<file path="src/rtl/dc_reset_pkg.sv">
// Shared encodings and default 74.25 MHz timing for the Dreamcast reset controller.
package dc_reset_pkg;

    typedef enum logic [1:0] {
        ST_IDLE     = 2'd0,
        ST_ASSERT   = 2'd1,
        ST_COOLDOWN = 2'd2
    } dc_state_e;

    typedef enum logic [1:0] {
        SRC_NONE  = 2'd0,
        SRC_I2C   = 2'd1,
        SRC_COMBO = 2'd2,
        SRC_FORCE = 2'd3
    } dc_source_e;

    localparam int unsigned DEF_ASSERT_CYCLES     = 7_425_000;
    localparam int unsigned DEF_COOLDOWN_CYCLES   = 74_250_000;
    localparam int unsigned DEF_COMBO_HOLD_CYCLES = 148_500_000;
    localparam logic [15:0] DEF_COMBO_MASK        = 16'h0E08;

    function automatic logic [7:0] sat_inc8(input logic [7:0] v);
        return (v == 8'hFF) ? v : v + 8'd1;
    endfunction

endpackage

</file>
<file path="src/rtl/dc_reset_combo_detect.sv">
// Controller button-combo detector: one request pulse per continuous hold of the
// full combo; the combo must be released before it can request again.
module dc_reset_combo_detect #(
    parameter logic [15:0] COMBO_MASK        = 16'h0E08,
    parameter int unsigned COMBO_HOLD_CYCLES = 148_500_000
) (
    input  logic        hdmi_clock,
    input  logic        reset_clock,
    input  logic [15:0] buttons,
    output logic        combo_req
);

    localparam logic [31:0] HOLD_LAST = 32'(COMBO_HOLD_CYCLES - 1);

    logic        pressed;
    logic [31:0] hold_q, hold_d;
    logic        armed_q, armed_d;

    // An empty mask would otherwise read as "always pressed".
    assign pressed   = (COMBO_MASK != 16'h0000) && ((buttons & COMBO_MASK) == COMBO_MASK);
    assign combo_req = pressed && armed_q && (hold_q == HOLD_LAST);

    always_comb begin
        hold_d  = hold_q;
        armed_d = armed_q;
        if (!pressed) begin
            hold_d  = 32'd0;
            armed_d = 1'b1;
        end else begin
            // Saturate so a very long hold cannot wrap round to the trigger value.
            if (hold_q != HOLD_LAST) begin
                hold_d = hold_q + 32'd1;
            end
            if (combo_req) begin
                armed_d = 1'b0;
            end
        end
    end

    always_ff @(posedge hdmi_clock or posedge reset_clock) begin
        if (reset_clock) begin
            hold_q  <= 32'd0;
            armed_q <= 1'b1;
        end else begin
            hold_q  <= hold_d;
            armed_q <= armed_d;
        end
    end

endmodule

</file>
<file path="src/rtl/dc_reset_controller.sv">
// Arbitrates i2c / combo / force reset requests and drives one timed DC_NRESET
// low pulse followed by a cooldown, reporting the source and dropped requests.
module dc_reset_controller
    import dc_reset_pkg::*;
#(
    parameter int unsigned ASSERT_CYCLES     = DEF_ASSERT_CYCLES,
    parameter int unsigned COOLDOWN_CYCLES   = DEF_COOLDOWN_CYCLES,
    parameter int unsigned COMBO_HOLD_CYCLES = DEF_COMBO_HOLD_CYCLES,
    parameter logic [15:0] COMBO_MASK        = DEF_COMBO_MASK
) (
    input  logic        hdmi_clock,
    input  logic        reset_clock,
    input  logic        enable,
    input  logic        req_i2c,
    input  logic        req_force,
    input  logic [15:0] buttons,
    output logic        dc_nreset_drive,
    output logic        busy,
    output logic [1:0]  state,
    output logic [1:0]  source,
    output logic [7:0]  reset_count,
    output logic        req_dropped
);

    localparam logic [31:0] ASSERT_LAST   = 32'(ASSERT_CYCLES - 1);
    localparam logic [31:0] COOLDOWN_LAST = 32'(COOLDOWN_CYCLES - 1);

    logic        combo_req;
    logic        soft_req;
    logic        accept;
    dc_source_e  accept_src;

    dc_state_e   state_q, state_d;
    dc_source_e  source_q, source_d;
    logic [31:0] cnt_q, cnt_d;
    logic        force_pend_q, force_pend_d;
    logic [7:0]  count_q, count_d;
    logic        drop_q, drop_d;
    logic        drive_q, drive_d;
    logic        busy_q, busy_d;

    dc_reset_combo_detect #(
        .COMBO_MASK        (COMBO_MASK),
        .COMBO_HOLD_CYCLES (COMBO_HOLD_CYCLES)
    ) u_combo (
        .hdmi_clock  (hdmi_clock),
        .reset_clock (reset_clock),
        .buttons     (buttons),
        .combo_req   (combo_req)
    );

    assign soft_req = req_i2c | combo_req;

    always_comb begin
        state_d      = state_q;
        source_d     = source_q;
        cnt_d        = cnt_q;
        force_pend_d = force_pend_q;
        count_d      = count_q;
        drop_d       = 1'b0;
        accept       = 1'b0;
        accept_src   = SRC_NONE;

        case (state_q)
            ST_IDLE: begin
                // A soft request losing to force counts as served, not dropped.
                if (req_force || force_pend_q) begin
                    accept     = 1'b1;
                    accept_src = SRC_FORCE;
                end else if (soft_req) begin
                    if (enable) begin
                        accept     = 1'b1;
                        accept_src = req_i2c ? SRC_I2C : SRC_COMBO;
                    end else begin
                        drop_d = 1'b1;
                    end
                end
            end
            ST_ASSERT: begin
                drop_d = soft_req;
                // Counter parks on its last value while force keeps the line low.
                if (cnt_q == ASSERT_LAST) begin
                    if (!req_force) begin
                        state_d = ST_COOLDOWN;
                        cnt_d   = 32'd0;
                    end
                end else begin
                    cnt_d = cnt_q + 32'd1;
                end
            end
            ST_COOLDOWN: begin
                drop_d = soft_req;
                if (req_force) begin
                    force_pend_d = 1'b1;
                end
                if (cnt_q == COOLDOWN_LAST) begin
                    state_d = ST_IDLE;
                    cnt_d   = 32'd0;
                end else begin
                    cnt_d = cnt_q + 32'd1;
                end
            end
            default: begin
                state_d = ST_IDLE;
                cnt_d   = 32'd0;
            end
        endcase

        if (accept) begin
            state_d      = ST_ASSERT;
            cnt_d        = 32'd0;
            force_pend_d = 1'b0;
            source_d     = accept_src;
            count_d      = sat_inc8(count_q);
        end

        drive_d = (state_d == ST_ASSERT);
        busy_d  = (state_d != ST_IDLE);
    end

    always_ff @(posedge hdmi_clock or posedge reset_clock) begin
        if (reset_clock) begin
            state_q      <= ST_IDLE;
            source_q     <= SRC_NONE;
            cnt_q        <= 32'd0;
            force_pend_q <= 1'b0;
            count_q      <= 8'd0;
            drop_q       <= 1'b0;
            drive_q      <= 1'b0;
            busy_q       <= 1'b0;
        end else begin
            state_q      <= state_d;
            source_q     <= source_d;
            cnt_q        <= cnt_d;
            force_pend_q <= force_pend_d;
            count_q      <= count_d;
            drop_q       <= drop_d;
            drive_q      <= drive_d;
            busy_q       <= busy_d;
        end
    end

    assign dc_nreset_drive = drive_q;
    assign busy            = busy_q;
    assign state           = state_q;
    assign source          = source_q;
    assign reset_count     = count_q;
    assign req_dropped     = drop_q;

endmodule

</file>
<file path="config.mk">
export PLATFORM = sky130hd
export DESIGN_NAME = dc_reset_controller
export DESIGN_NICKNAME = d
export VERILOG_FILES = /design/src/rtl/dc_reset_pkg.sv /design/src/rtl/dc_reset_combo_detect.sv /design/src/rtl/dc_reset_controller.sv
export SDC_FILE = /design/constraint.sdc
export NUM_CORES = 1
export LEC_CHECK = 0
export ABC_AREA = 1
export BUFFER_PORTS_ARGS = -buffer_cell sky130_fd_sc_hd__buf_2
export CAP_MARGIN = 10
export CORE_MARGIN = 2
export CORE_UTILIZATION = 30
export DETAILED_ROUTE_END_ITERATION = 10
export SLEW_MARGIN = 15
export SYNTH_ARGS = -nofsm -noshare
export SYNTH_HDL_FRONTEND = slang
export SYNTH_SLANG_ARGS = --single-unit
</file>
<file path="constraint.sdc">
create_clock -name hdmi_clock -period 2.8 [get_ports hdmi_clock]
set_input_delay 0.56 -clock hdmi_clock [delete_from_list [all_inputs] [get_ports hdmi_clock]]
set_output_delay 0.56 -clock hdmi_clock [all_outputs]
set_load 0.02 [all_outputs]
</file>
## Word-level counts from Yosys, hierarchy flattened

Cells that the tools add are included.

- RAM bits: 0
- ROM bits: 0
- Latch bits: 0
- Input port bits: 21
- Bits in registers: 81
- Memories: 0
- Logic and storage cells: 69

- Mux-type cells: 30
- Magnitude comparators: 0
- Bitwise logic cells: 2
- Reduce and logical (&&, ||, !) cells: 11
- Shift-type cells: 0
- Divide/modulo/power cells: 0
- Equal/unequal tests: 13
- $mul: 0
- Add/sub/neg operators: 3

Operator list:

| kind | count |
|---|---|
| $mux 32 | 6 |
| $pmux 32 s3 | 1 |
| $add 32x1->32 const B | 2 |
| $eq 32x23->1 const B | 1 |
| $eq 32x27->1 const B | 1 |
| $eq 32x28->1 const B | 1 |
| $ne 32x28->1 const B | 1 |
| $mux 2 | 9 |
| $mux 1 | 12 |
| $add 8x1->8 const B | 1 |
| $eq 8x8->1 const B | 1 |
| $ne 2x2->1 const B | 3 |
| $pmux 2 s3 | 1 |
| $reduce_and 2->1 | 3 |
| $reduce_bool 2->1 | 3 |
| $eq 2x1->1 const B | 2 |
| $eq 4x4->1 const B | 1 |
| $ne 4x4->1 const B | 1 |
| $eq 2x2->1 const B | 1 |
| $logic_and 1x1->1 | 2 |
| $logic_not 2->1 | 1 |
| $pmux 1 s2 | 1 |
| $reduce_or 2->1 | 1 |
| $logic_or 1x1->1 | 1 |
| other kinds (2) | 2 |

## Depth between registers and ports, before layout

- Depth in word-level cells: 9
- Depth in mapped cells: 14

## Cells and area by module

From an unflattened synthesis, not the netlist that was laid out.

- Cell total of the unflattened synthesis: 929
- Area total of the unflattened synthesis: 5796.8 µm²

By module, submodules not included:

| module | area an instance (µm²) | times used | seq. area each (µm²) | cells each |
|---|---|---|---|---|
| dc_reset_controller | 3573.4 | 1 | 1201.2 | 579 |
| dc_reset_combo_detect | 2223.4 | 1 | 827.0 | 350 |

## Worst setup path before layout

Ideal clock, no wire load.

- Path kind: register -> register
- From: register cnt_q[0]
- To: register cnt_q[2]
- Stages on the path, launching flop included: 12
- Data required time: 2.678 ns
- Library setup time: 0.122 ns
- Arrival: 1.711 ns
- Buffers on the path: 1
- Period minus slack after synthesis: 1.832 ns
- Path slack: 0.968 ns
- Cells stage by stage: dfrtp_1 -> ha_1 -> nand2_1 -> nor3_1 -> nand2_1 -> nor2_2 -> nand2_2 -> o21ai_4 -> inv_4 -> nand2_2 -> buf_6 -> o21ai_2

- Word-level cells in the longest chain between the ends: 4

RTL lines:

| item | line | RTL |
|---|---|---|
| start: declaration | dc_reset_controller.sv:35 | `logic [31:0] cnt_q, cnt_d;` |
| start signal: assignment | dc_reset_controller.sv:134 | `cnt_q <= cnt_d;` |
| $add 32x1->32 (tied with other cells) | dc_reset_controller.sv:88, dc_reset_controller.sv:100 |  |
| $mux 32, on equally long branches | dc_reset_controller.sv:96, dc_reset_controller.sv:82 |  |
| $pmux 32 s3 | dc_reset_controller.sv:64 | `case (state_q)` |
| $mux 32 | dc_reset_controller.sv:109 | `if (accept) begin` |

Parallel ways exist; a longest one is shown, timed or not.
A chain may end at the register's enable or synchronous reset.

## Worst setup path after layout

- From: register cnt_q[0]
- To: register cnt_q[8]

The elaborated chain is that of the path after synthesis.

==> impl_metrics.env <==
export IMPL_timing_critical_path_fanout_max=12
export IMPL_num_nets_final=896
export IMPL_synth_compound_area_share_pct=8.46
export IMPL_path_clk_slew_ns=0.06
export IMPL_cts_resized_gates=0
export IMPL_area_share_of_xor_xnor_cells_in_the_synthesized_design_pct=4.35
export IMPL_run_status="complete, no violations"
export IMPL_synth_fp_nets=870
export IMPL_io_buffers=23
export IMPL_post_dp_hpwl_um=11800
export IMPL_cts_tree="built"
export IMPL_start_util_pct=30.3
export IMPL_finalClockSkew_ns=0.00941
export IMPL_synthCells=842
export IMPL_chipWidth_um=141
export IMPL_critPathRequiredTime_ns=3.06
export IMPL_worst_slew_pin_transition_ns=0.636
export IMPL_async_reset_ff_share_pct=100
export IMPL_dp_slack_ns=0.424
export IMPL_ant_nets=0
export IMPL_synth_seq_area_share_pct=36.0
export IMPL_worst_setup_path_start_kind="flip-flop"
export IMPL_drtPass1Iterations=5
export IMPL_synth_seq_cells=81
export IMPL_insertion_delay_ns=0.35
export IMPL_first_iter_violations=383
export IMPL_synth_top_cell_by_area="sky130_fd_sc_hd__dfrtp_1"
export IMPL_gp_congestion=0.931
export IMPL_cts_sinks=81
export IMPL_p_leak_nw=2.65
export IMPL_pin_count_of_the_biggest_net_entering_global_routing=48
export IMPL_synth_adder_area_share_pct=1.55
export IMPL_placed_area_um2=6030
export IMPL_regArea_um2=2030
export IMPL_clockBufferDepth=2
export IMPL_unique_cell_type_count_in_the_yosys_netlist=40
export IMPL_avgSynthCellArea_um2=6.69
export IMPL_min_delay_path_class="input pin to async pin"
export IMPL_synth_top_cells_by_area="sky130_fd_sc_hd__dfrtp_1 (36%), sky130_fd_sc_hd__nand2_1 (15%), sky130_fd_sc_hd__nor2_1 (9.3%)"
export IMPL_core_um2=18600
export IMPL_layout_commonest_cell="sky130_fd_sc_hd__nand2_1"
export IMPL_drive_gt1_share_pct=10.5
export IMPL_number_of_pins_exceeding_their_max_slew_limit_in_the_final_report=0
export IMPL_synth_top_flop_cell="sky130_fd_sc_hd__dfrtp_1"
export IMPL_cts_repair_timing_setup_buffer_count=0
export IMPL_post_synth_mux_area_share_pct=0
export IMPL_post_layout_nonfiller_instances=1107
export IMPL_multi_input_comb_area_um2=3120
export IMPL_grt_overflow_total=0
export IMPL_final_period_util_pct=85.6
export IMPL_hold_viol=0
export IMPL_finalWirelength_um=15700
export IMPL_endpoint_kind="flip-flop"
export IMPL_placed_cells_incl_taps=1091
export IMPL_max_freq_ghz=0.417
export IMPL_routed_via_count=5445
export IMPL_cts_root_buf="sky130_fd_sc_hd__clkbuf_16"
export IMPL_cts_hold_buffers_added=0
export IMPL_number_of_flops_mapped_to_enable_cells_by_yosys=0
export IMPL_grt_setup_unrepaired="no"
export IMPL_layout_common_cells="sky130_fd_sc_hd__nand2_1 (226), sky130_fd_sc_hd__nor2_1 (140), sky130_fd_sc_hd__inv_1 (88), sky130_fd_sc_hd__nand3_1 (83), sky130_fd_sc_hd__dfrtp_1 (80)"
export IMPL_finalWorstSetupSlack_ns=0.404
export IMPL_final_area_um2=6330
export IMPL_yosysWarningCount=0
export IMPL_cts_buffers_inserted=9
export IMPL_netlist_area_leader_share_pct=35.5
export IMPL_floorplan_io_pins=36
export IMPL_die_area_um2=19900
export IMPL_via_per_inst=4.92
export IMPL_power_density_cell_area_nw_per_um2=554
export IMPL_avgRoutedWirePerCell_um=14.1
export IMPL_chipHeight_um=141
export IMPL_syn_to_final_growth_pct=12.3
export IMPL_grt_use_total_pct=16.6
export IMPL_first_global_vias=5174
export IMPL_vdd_ir_drop_worst_v=0.000233
export IMPL_setup_worst_path_class="flip-flop to flip-flop"
export IMPL_number_of_antenna_violations_at_the_first_check_in_global_routing=0
export IMPL_maxCapViolations=0
export IMPL_final_setup_viol_count=0
export IMPL_netlist_area_um2=5640
export IMPL_timing_critical_path_arrival_ns=2.66
export IMPL_synth_simple_area_share_pct=40.9
export IMPL_setup_total_negative_slack_ns=0
export IMPL_floorplan_rows=50
export IMPL_residual_drc=0
export IMPL_htreeDepth=3
export IMPL_timing_max_slew_rel_slack_pct=57.5
export IMPL_antenna_diode_count=0
export IMPL_finalCriticalPeriod_ns=2.40
export IMPL_grt_pass1_wl_um=26500
export IMPL_fill_cells=1973
export IMPL_synth_top_family_by_area="simple AND/OR/NAND/NOR gates"
export IMPL_report_power_total_w=0.00351
[worst max-delay path: stages, from the launching register on]
cell	delay [ns]
sky130_fd_sc_hd__dfrtp_1	0.44
sky130_fd_sc_hd__ha_1	0.24
sky130_fd_sc_hd__nand2_1	0.15
sky130_fd_sc_hd__nor2_4	0.08
sky130_fd_sc_hd__nand2_1	0.07
sky130_fd_sc_hd__nor2_1	0.04
sky130_fd_sc_hd__nand3_1	0.11
sky130_fd_sc_hd__nand2_1	0.10
sky130_fd_sc_hd__a21oi_1	0.48
sky130_fd_sc_hd__nand2_2	0.36
sky130_fd_sc_hd__o21ai_0	0.24
[sequential cells by signal (all words and copies together) (netlist names)]
register / count
cnt_q: 32
u_combo.armed_q: 1
force_pend_q: 1
req_dropped: 1
source: 2
u_combo.hold_q: 32
dc_nreset_drive: 1
reset_count: 8
busy: 1
state: 2
[where the power goes]
group | switching [W] | internal (W) | total [W]
Sequential | 0.0000742 | 0.00125 | 0.00132
Clock | 0.000509 | 0.000720 | 0.00123
Combinational | 0.000712 | 0.000241 | 0.000953
Total | 0.00129 | 0.00221 | 0.00351
[cells in the mapped netlist (3+ instances only)]
library cell                 n
sky130_fd_sc_hd__o21ai_1     7
sky130_fd_sc_hd__nand2_2     8
sky130_fd_sc_hd__nand3_1    83
sky130_fd_sc_hd__a21oi_1    20
sky130_fd_sc_hd__nor2_1    140
sky130_fd_sc_hd__inv_1      89
sky130_fd_sc_hd__nand2_1   226
sky130_fd_sc_hd__o21ai_0    30
sky130_fd_sc_hd__buf_4       3
sky130_fd_sc_hd__nor3_1     23
sky130_fd_sc_hd__nor4_1      5
sky130_fd_sc_hd__buf_6       5
sky130_fd_sc_hd__clkbuf_1    7
sky130_fd_sc_hd__dfrtp_1    80
sky130_fd_sc_hd__buf_2       6
sky130_fd_sc_hd__ha_1        7
sky130_fd_sc_hd__o21ai_2    15
sky130_fd_sc_hd__xnor2_1    11
sky130_fd_sc_hd__xor2_1     17
sky130_fd_sc_hd__nor2_2      4
sky130_fd_sc_hd__nand4_1    32
[stage by stage]
stage,hold WS (ns),utilization (%)
floorplan,0.466,-
global placement,0.454,32.4
detailed placement,0.486,32.4
CTS,0.293,34.1
global route,0.329,34.1
finish,0.273,34.1
[logic make-up (layout without fill, tap and decap cells)]
group                    after synthesis  in the layout
buffers and inverters                115            146
AND/OR/NAND/NOR                      532            532
flip-flops                            81             81
AO/OA/AOI/OAI                         79             79
adder cells (fa/ha/maj)                7              7
XOR/XNOR                              28             28
[final cells by class]
cell class	count	area share, %
clock buffers	12	3.89
repair buffers	38	3.80
clock inverters	4	0.870
inverters	92	5.52
multi-input cells	646	49.2
well taps	234	4.63
flip-flops and latches	81	32.0
[path summary, 6_finish.rpt]
path | from | end | slack, ns | cells after the start
min reg2reg | u_combo.hold_q[15] | u_combo.hold_q[15] | 0.50 | 1
max in group asynchronous | reset_clock | u_combo.hold_q[11] | 1.83 | 3
min in group hdmi_clock | u_combo.hold_q[15] | u_combo.hold_q[15] | 0.50 | 1
max reg2reg | cnt_q[0] | cnt_q[8] | 0.40 | 10
min | reset_clock | reset_count[2] | 0.27 | 2
max | cnt_q[0] | cnt_q[8] | 0.40 | 10
[routing by layer]
| metal | global-route usage, % | up-vias | wire length [µm] |
|---|---|---|---|
| li1 | - | 2771 | - |
| met1 | 23.6 | 2538 | 7780 |
| met2 | 25.6 | 117 | 6880 |
| met3 | 2.21 | 19 | 681 |
| met4 | 6.16 | 0 | 308 |
| met5 | 0 | - | 0 |
(Power assumes the default switching activity.)
